## src/rtl/vend_controller.sv

```systemverilog
// vend_controller: top-level vending machine sequencer.
//
// Accumulates credit from one-hot money events, arbitrates product selection
// against price and per-product stock, pulses dispense for one cycle and then
// returns change one coin per cycle using the greedy denominations
// 5000 > 2000 > 1000 > 500. All outputs are registered.
//
// Ports:
//   clock          in   system clock, rising edge
//   reset          in   asynchronous active-high reset
//   money_type     in   [3:0] one-hot coin event (0001=500 .. 1000=5000), 0000 none
//   select_valid   in   product selection strobe
//   product_sel    in   [1:0] product index, sampled with select_valid
//   cancel         in   refund request
//   credit         out  [15:0] current credit
//   busy           out  high while in DISPENSE or CHANGE
//   dispense_valid out  one-cycle dispense pulse
//   dispense_id    out  [1:0] product being dispensed
//   change_valid   out  one change coin returned this cycle
//   change_type    out  [3:0] denomination of the returned coin (one-hot)
//   coin_reject    out  one-cycle pulse, inserted coin refused
//   error          out  [3:0] sticky error: 0001 invalid money, 0010 insufficient
//                       credit, 0100 out of stock, 1000 credit limit
module vend_controller #(
  parameter logic [15:0] PRICE0     = 16'd1500,
  parameter logic [15:0] PRICE1     = 16'd2500,
  parameter logic [15:0] PRICE2     = 16'd3000,
  parameter logic [15:0] PRICE3     = 16'd6000,
  parameter logic [7:0]  STOCK_INIT = 8'd5,
  parameter logic [15:0] MAX_CREDIT = 16'd20000
) (
  input  logic        clock,
  input  logic        reset,
  input  logic [3:0]  money_type,
  input  logic        select_valid,
  input  logic [1:0]  product_sel,
  input  logic        cancel,
  output logic [15:0] credit,
  output logic        busy,
  output logic        dispense_valid,
  output logic [1:0]  dispense_id,
  output logic        change_valid,
  output logic [3:0]  change_type,
  output logic        coin_reject,
  output logic [3:0]  error
);

  typedef enum logic [1:0] {
    IDLE     = 2'd0,
    COLLECT  = 2'd1,
    DISPENSE = 2'd2,
    CHANGE   = 2'd3
  } state_t;

  state_t          state;
  state_t          state_nxt;
  logic [3:0][7:0] stock;
  logic [3:0][7:0] stock_nxt;
  logic [15:0]     credit_nxt;
  logic [3:0]      error_nxt;
  logic            busy_nxt;
  logic            dispense_valid_nxt;
  logic [1:0]      dispense_id_nxt;
  logic            change_valid_nxt;
  logic [3:0]      change_type_nxt;
  logic            coin_reject_nxt;

  logic [15:0]     coin_val;
  logic            coin_bad;
  logic [16:0]     coin_sum;
  logic [3:0]      chg_type;
  logic [15:0]     chg_val;
  logic [15:0]     price;

  // Value of a one-hot coin code; zero for no event or an invalid code.
  function automatic logic [15:0] coin_value(input logic [3:0] m);
    case (m)
      4'b0001: coin_value = 16'd500;
      4'b0010: coin_value = 16'd1000;
      4'b0100: coin_value = 16'd2000;
      4'b1000: coin_value = 16'd5000;
      default: coin_value = 16'd0;
    endcase
  endfunction

  // Largest denomination not exceeding the given credit.
  function automatic logic [3:0] greedy_coin(input logic [15:0] c);
    if (c >= 16'd5000)      greedy_coin = 4'b1000;
    else if (c >= 16'd2000) greedy_coin = 4'b0100;
    else if (c >= 16'd1000) greedy_coin = 4'b0010;
    else if (c >= 16'd500)  greedy_coin = 4'b0001;
    else                    greedy_coin = 4'b0000;
  endfunction

  function automatic logic [15:0] price_of(input logic [1:0] p);
    case (p)
      2'd0:    price_of = PRICE0;
      2'd1:    price_of = PRICE1;
      2'd2:    price_of = PRICE2;
      default: price_of = PRICE3;
    endcase
  endfunction

  // FSM state register.
  always_ff @(posedge clock or posedge reset) begin
    if (reset) begin
      state <= IDLE;
    end else begin
      state <= state_nxt;
    end
  end

  // Next-state, datapath and output decode.
  always_comb begin
    state_nxt          = state;
    credit_nxt         = credit;
    stock_nxt          = stock;
    error_nxt          = error;
    dispense_valid_nxt = 1'b0;
    dispense_id_nxt    = dispense_id;
    change_valid_nxt   = 1'b0;
    change_type_nxt    = 4'b0000;
    coin_reject_nxt    = 1'b0;

    coin_val = coin_value(money_type);
    coin_bad = (money_type != 4'b0000) && (coin_val == 16'd0);
    coin_sum = {1'b0, credit} + {1'b0, coin_val};
    chg_type = greedy_coin(credit);
    chg_val  = coin_value(chg_type);
    price    = price_of(product_sel);

    case (state)
      IDLE, COLLECT: begin
        if (cancel && (state == COLLECT) && (credit != 16'd0)) begin
          // Refund starts immediately: the first coin goes out with the entry into CHANGE.
          coin_reject_nxt  = (money_type != 4'b0000);
          state_nxt        = CHANGE;
          change_valid_nxt = 1'b1;
          change_type_nxt  = chg_type;
          credit_nxt       = credit - chg_val;
        end else if (select_valid) begin
          coin_reject_nxt = (money_type != 4'b0000);
          if (stock[product_sel] == 8'd0) begin
            error_nxt = 4'b0100;
          end else if (credit < price) begin
            error_nxt = 4'b0010;
          end else begin
            credit_nxt               = credit - price;
            stock_nxt[product_sel]   = stock[product_sel] - 8'd1;
            error_nxt                = 4'b0000;
            state_nxt                = DISPENSE;
            dispense_valid_nxt       = 1'b1;
            dispense_id_nxt          = product_sel;
          end
        end else if (cancel) begin
          // Ineffective cancel still claims the cycle, so any coin is refused.
          coin_reject_nxt = (money_type != 4'b0000);
        end else if (coin_bad) begin
          coin_reject_nxt = 1'b1;
          error_nxt       = 4'b0001;
        end else if (coin_val != 16'd0) begin
          if (coin_sum <= {1'b0, MAX_CREDIT}) begin
            credit_nxt = coin_sum[15:0];
            error_nxt  = 4'b0000;
            state_nxt  = COLLECT;
          end else begin
            coin_reject_nxt = 1'b1;
            error_nxt       = 4'b1000;
          end
        end else begin
          state_nxt = state;
        end
      end
      DISPENSE, CHANGE: begin
        coin_reject_nxt = (money_type != 4'b0000);
        if (credit != 16'd0) begin
          state_nxt        = CHANGE;
          change_valid_nxt = 1'b1;
          change_type_nxt  = chg_type;
          credit_nxt       = credit - chg_val;
        end else begin
          state_nxt = IDLE;
        end
      end
      default: begin
        state_nxt = IDLE;
      end
    endcase

    busy_nxt = (state_nxt == DISPENSE) || (state_nxt == CHANGE);
  end

  // Registered datapath and outputs.
  always_ff @(posedge clock or posedge reset) begin
    if (reset) begin
      credit         <= 16'd0;
      stock          <= {4{STOCK_INIT}};
      error          <= 4'b0000;
      busy           <= 1'b0;
      dispense_valid <= 1'b0;
      dispense_id    <= 2'd0;
      change_valid   <= 1'b0;
      change_type    <= 4'b0000;
      coin_reject    <= 1'b0;
    end else begin
      credit         <= credit_nxt;
      stock          <= stock_nxt;
      error          <= error_nxt;
      busy           <= busy_nxt;
      dispense_valid <= dispense_valid_nxt;
      dispense_id    <= dispense_id_nxt;
      change_valid   <= change_valid_nxt;
      change_type    <= change_type_nxt;
      coin_reject    <= coin_reject_nxt;
    end
  end

endmodule

```

## config.mk

```make
export PLATFORM = sky130hd
export DESIGN_NAME = vend_controller
export DESIGN_NICKNAME = d
export VERILOG_FILES = /design/src/rtl/vend_controller.sv
export SDC_FILE = /design/constraint.sdc
export NUM_CORES = 1
export LEC_CHECK = 0
export ABC_CLOCK_PERIOD_IN_PS = 4400
export CAP_MARGIN = 10
export CORE_MARGIN = 2
export CORE_UTILIZATION = 59
export CTS_CLUSTER_SIZE = 16
export DETAILED_ROUTE_END_ITERATION = 12
export PLACE_DENSITY = 0.81
export SYNTH_ARGS = -nofsm -noshare
export SYNTH_HDL_FRONTEND = slang
export SYNTH_SLANG_ARGS = --single-unit
export TNS_END_PERCENT = 10
```

## constraint.sdc

```tcl
create_clock -name clock -period 4.4 [get_ports clock]
set_input_delay 0.88 -clock clock [delete_from_list [all_inputs] [get_ports clock]]
set_output_delay 0.88 -clock clock [all_outputs]
set_load 0.02 [all_outputs]
```

Word level (Yosys, flattened, before mapping) --
Index checks and enable logic that the tools add are counted. W data, S select, Z words.
Word-level totals: register bits after elaboration 64, logic and storage cells 126
Cells by class: reductions and logical operators 18, add/subtract/negate cells 4, multiplexer cells 57, bitwise operators 3, eq/ne operators 23, magnitude comparators 8
Operators with widths (count):
- $mux W16 | 9
- $pmux W13 S4 | 2
- $pmux W13 S3 | 1
- $bwmux W32 | 1
- $mux W4 | 8
- $pmux W16 S2 | 1
- $reduce_bool A16 Y1 | 2
- $sub A16 B16 Y16 | 2
- $ne A4 B4 Y1 const B | 6
- $mux W2 | 11
- $add A16 B16 Y17 | 1
- $le A17 B15 Y1 const B | 1
- $bmux W8 S2 | 1
- $demux W8 S2 | 1
- $ge A16 B10 Y1 const B | 1
- $ge A16 B11 Y1 const B | 1
- $ge A16 B13 Y1 const B | 1
- $ge A16 B9 Y1 const B | 1
- $logic_not A16 Y1 | 1
- $lt A16 B16 Y1 | 1
- $mux W8 | 2
- $mux W1 | 14
- $eq A2 B2 Y1 const B | 5
- $eq A4 B1 Y1 const B | 2
- other kinds (23) | 37

Longest topological paths before layout --
word-level depth 13, depth in mapped cells 18

Worst setup path before layout --
Ideal clock, no wire load.
kind input-to-reg, start input port money_type[1], end register credit[12], arrival 4.173 ns, library setup time 0.125 ns, cell stages on the path 15, slack 0.101 ns, cells stage by stage buf_2 > nor4b_1 > nor2_1 > inv_1 > ha_1 > a211o_1 > a2111o_1 > o311ai_1 > o32ai_1 > o41a_1 > a31oi_2 > a211o_2 > and2_4 > buf_12 > mux2_4
On the way: cells in the longest elaborated chain, start to end 10, elaborated cells between the ends (all ways) 22, those cells by class add/sub (1); order compare (1); eq/ne (7); mux (8); reduce/logical (5)
Ends and longest elaborated chain:
- from (decl) | line 34 | input logic [3:0] money_type,
- parallel branches: the longest is 10 deep, another holds $add A16 B16 Y17
- to (signal assigned) | line 206 | credit <= credit_nxt;
- to (decl) | line 38 | output logic [15:0] credit,
Parallel ways; which one is timed is not known. The select of a mux whose other input is x is not followed. A chain may end at the register's enable or synchronous reset.

Worst setup path in the final report --
start input port money_type[3], end register credit[8]
The elaborated chain is that of the path after synthesis.

==> out/results.tsv <==
stage	metric	value	unit
floorplan	die_height	95.55	um
critical_path	max_stage_delay	0.47	ns
critical_path	r2r_start	credit[15]	
cells_and_area	final_nets	671	
clock_network	cts_sinks	62	
sta	clock_skew	0.01338	ns
critical_path	path_max_fanout	5	
sta	slew_viol_final	0	
placement	dp_hpwl	10450	um
floorplan	fp.dieW	95.55	um
sta	rsz0062_at_grt	false	
placement	placed_cell_area	5906	sq um
sta	clock.fmax	239.1	MHz
clock_network	max-clock-path-buffers	2	
sta	tightest_slew	0.8322	ns
pwr	clkPwrFrac	0.108	
sta	setup_viol	0	
global_routing	antenna_found_initial	0	
critical_path	criticalPathCategory	input port to flip-flop	
global_routing	grt_max_degree	42	
route	route.detailed.drc	0	
run_status	status	complete, no violations	
synthesis	synthFlopType	dfrtp_1	
floorplan	rows	33	
synthesis	synth-seq-cells	62	
flow_run	maxCapViolations	0	
pwr	power_switching	0.001900	W
clock_network	htreeDepth	3	
cells_and_area	final_util	0.7632	
clock_network	cts.clk_slew.worst_paths	0.07	ns
route	vias	4656	
synthesis	ys_seq_area_frac	0.3158	
route	final_antenna_net_count	0	
synthesis	mappedNetlistArea	4945	sq um
placement	numPortBuffers	37	
critical_path	cp.arrival	4.42	ns
global_routing	track_usage	0.3353	
sta	finalHoldViolCount	0	
sta	period_share	0.9506	
pwr	seq_power_share	0.214	
worst_hold_path	whs_path_depth	2	
critical_path	crit_path_end	credit[8]	
floorplan	core_area	8175	sq um
critical_path	cp_slowest_cell	o41a_1	
placement	gp_congestion	0.9360	
pwr	irDropWorstVdd	0.3459	mV
worst_hold_path	hold_class	flip-flop to flip-flop	
pwr	intPower	0.002311	W
floorplan	io-pin-count	40	
route	drt_pass1_iterations	7	
cells_and_area	num_antenna_cells	0	
floorplan	die_area	9129	sq um
critical_path	r2r_end	credit[14]	
synthesis	postSynthAreaPerCell	9.639	sq um
global_routing	overflow	0	
synthesis	synth_edf_count	0	
synthesis	yosys_warnings	0	
cells_and_area	layout-drive-gt1-share	0.2923	
route	vias_per_cell	6.369	
route	routed_wl	14390	um
critical_path	r2r_cells	16	
global_routing	grt_pass1_vias	4745	
critical_path	worst-path-stages	14	
clock_network	postCtsHoldBufs	0	
cells_and_area	fill_cells	554	
clock_network	cts_tree	yes	
critical_path	crit_buf_inv	1	
sta	min_period	4.183	ns
cells_and_area	stdcell_area	6240	sq um
pwr	p_sw_frac	0.4512	
global_routing	grt_pass1_wl	23270	um
critical_path	startpoint	money_type[3]	
pwr	power.total	0.004211	W
synthesis	ys_types	78	
pwr	combPwrFrac	0.678	
cells_and_area	area_growth	26.19	%
floorplan	start_util	0.6048	
critical_path	cp-end-kind	flip-flop	
critical_path	regToRegSetupSlack	0.31	ns
critical_path	cp-start-kind	input port	
pwr	p_leak	2.847	nW
synthesis	async_flop_share	1.000	
critical_path	critPathTopFamily	compound AO/OA/AOI/OAI gates	
sta	setup_tns	0	ns
sta	relSlewSlack	0.4444	
critical_path	cp_cell_sequence	dlymetal6s2s_1 -> xnor2_1 -> or3_4 -> nand2_1 -> ha_1 -> a21o_1 -> a211o_1 -> a41oi_2 -> nor3b_1 -> o41a_1 -> a31oi_2 -> a211o_2 -> and2_4 -> mux2_4	
synthesis	syn_inst	513	
pwr	powerDensity	674.9	nW/um^2
clock_network	cts_root_buf	clkbuf_8	
clock_network	cts_buffers	9	
route	routedWlPerCell	19.69	um
critical_path	worst_ep_required_time	4.63	ns
route	drt_iter0_drc	302	
clock_network	insertion_delay	0.36	ns
-- layout by cell type (no fill, tap or decap), drive strengths merged, types with 10 or more instances in the layout --
| cell type | netlist | final |
|---|---|---|
| buf | 12 | 75 |
| dfrtp | 54 | 54 |
| nand2 | 42 | 42 |
| ha | 37 | 37 |
| o21ai | 37 | 37 |
| nor2 | 36 | 36 |
| mux2 | 34 | 34 |
| clkdlybuf4s50 | 0 | 33 |
| a21oi | 30 | 30 |
| inv | 28 | 29 |
| nor3 | 19 | 19 |
| xnor2 | 17 | 17 |
| xor2 | 13 | 13 |
| clkbuf | 5 | 10 |
-- synth_stat cells, types with 6 or more instances --
cell type / n / area [sq um]
inv_1: 28 / 105.1
a31oi_1: 6 / 37.54
o21ai_0: 25 / 125.1
nand3_1: 6 / 30.03
mux4_2: 7 / 157.7
xor2_1: 13 / 113.9
dfstp_2: 8 / 210.2
a211oi_1: 7 / 52.55
mux2_4: 7 / 105.1
o211ai_1: 6 / 45.04
nand2b_1: 6 / 37.54
nand2_1: 42 / 157.7
xnor2_1: 17 / 148.9
dfrtp_1: 54 / 1351
o21a_1: 6 / 45.04
nor4_1: 6 / 37.54
nor3_1: 19 / 95.09
a21oi_1: 30 / 150.1
ha_1: 37 / 462.9
o21ai_1: 10 / 50.05
mux2_2: 27 / 304.0
nor2_1: 36 / 135.1
mux2i_1: 6 / 60.06
-- sequential cells by signal, summed over array words and instances, names as in the netlist --
name,flops
busy,1
state,2
dispense_id,2
change_valid,1
stock,32
change_type,4
dispense_valid,1
error,4
coin_reject,1
credit,14
-- per-layer routing --
| layer | up-vias | GRT usage | share of wire |
|---|---|---|---|
| met1 | 2280 | 0.4199 | 0.41 |
| met4 | 0 | 0.1667 | 0.036 |
| met5 | - | 0 | 0 |
| li1 | 2112 | - | - |
| met3 | 45 | 0.06008 | 0.063 |
| met2 | 219 | 0.5565 | 0.49 |
-- stage by stage --
step                      worst slack, ns  instances  hold WS, ns
final                              0.2175        731       0.4896
after detailed placement          -0.4709        713       0.4838
after global routing              0.03958        731       0.5222
after global placement            -0.3902        713       0.4576
after CTS                       -0.001765        731       0.4936
after floorplan                    0.1014        514       0.4446
-- worst min-delay path by stage --
stage | from | to | slack, ns
final | stock[0] | stock[0] | 0.49
after global routing | stock[24] | stock[24] | 0.52
after CTS | stock[0] | stock[0] | 0.49
after detailed placement | stock[0] | stock[0] | 0.48
after global placement | stock[25] | stock[25] | 0.46
after floorplan | stock[17] | stock[17] | 0.44
-- power groups by stage --
stage | sequential (W) | clock, W | combinational [W]
2_1_floorplan | 0.000976 | 0 | 0.00166
3_3_place_gp | 0.000885 | 0 | 0.00260
3_5_place_dp | 0.000898 | 0 | 0.00269
4_1_cts | 0.000893 | 0.000458 | 0.00277
5_1_grt | 0.000913 | 0.000481 | 0.00310
6_report | 0.000902 | 0.000453 | 0.00286
-- final cells by class --
cell class	instances	area [sq um]	area share
well taps	105	131.4	0.02105
clock inverters	7	50.05	0.008021
clock buffers	9	123.9	0.01985
repair buffers	112	948.4	0.1520
inverters	28	105.1	0.01684
multi-input cells	408	3319	0.5320
flip-flops and latches	62	1562	0.2503
-- cell families after synthesis --
kind of cell	Yosys count	share of synthesized area
buf+inv	45	0.04529
compound gates	137	0.1953
simple gates	151	0.1571
mux	47	0.1268
other cells	1	0.0007584
xor+xnor	30	0.05314
fa+ha+maj	40	0.1058
flops	62	0.3158
-- worst register-to-register path, stage by stage, from the launching register on --
cell and delay, ns:
dfrtp_1 0.45, or3_1 0.54, nor2b_1 0.20, o21a_1 0.21, o21a_1 0.21, ha_1 0.19, inv_1 0.05, fa_1 0.41
a21o_1 0.20, a21oi_1 0.20, o21ai_1 0.10, a31oi_1 0.22, o21ai_1 0.18, a2111oi_2 0.42, nor3_1 0.11, a21oi_1 0.17
xor2_1 0.16
-- what timing repair did --
action	4_1_cts	5_1_grt
cloned	1	0
pin swaps	7	6
hold endpoints to repair	0	0
resized for setup	14	20
endpoints found under the setup margin	12	17
setup buffers	1	0
(Power assumes the default switching activity.)
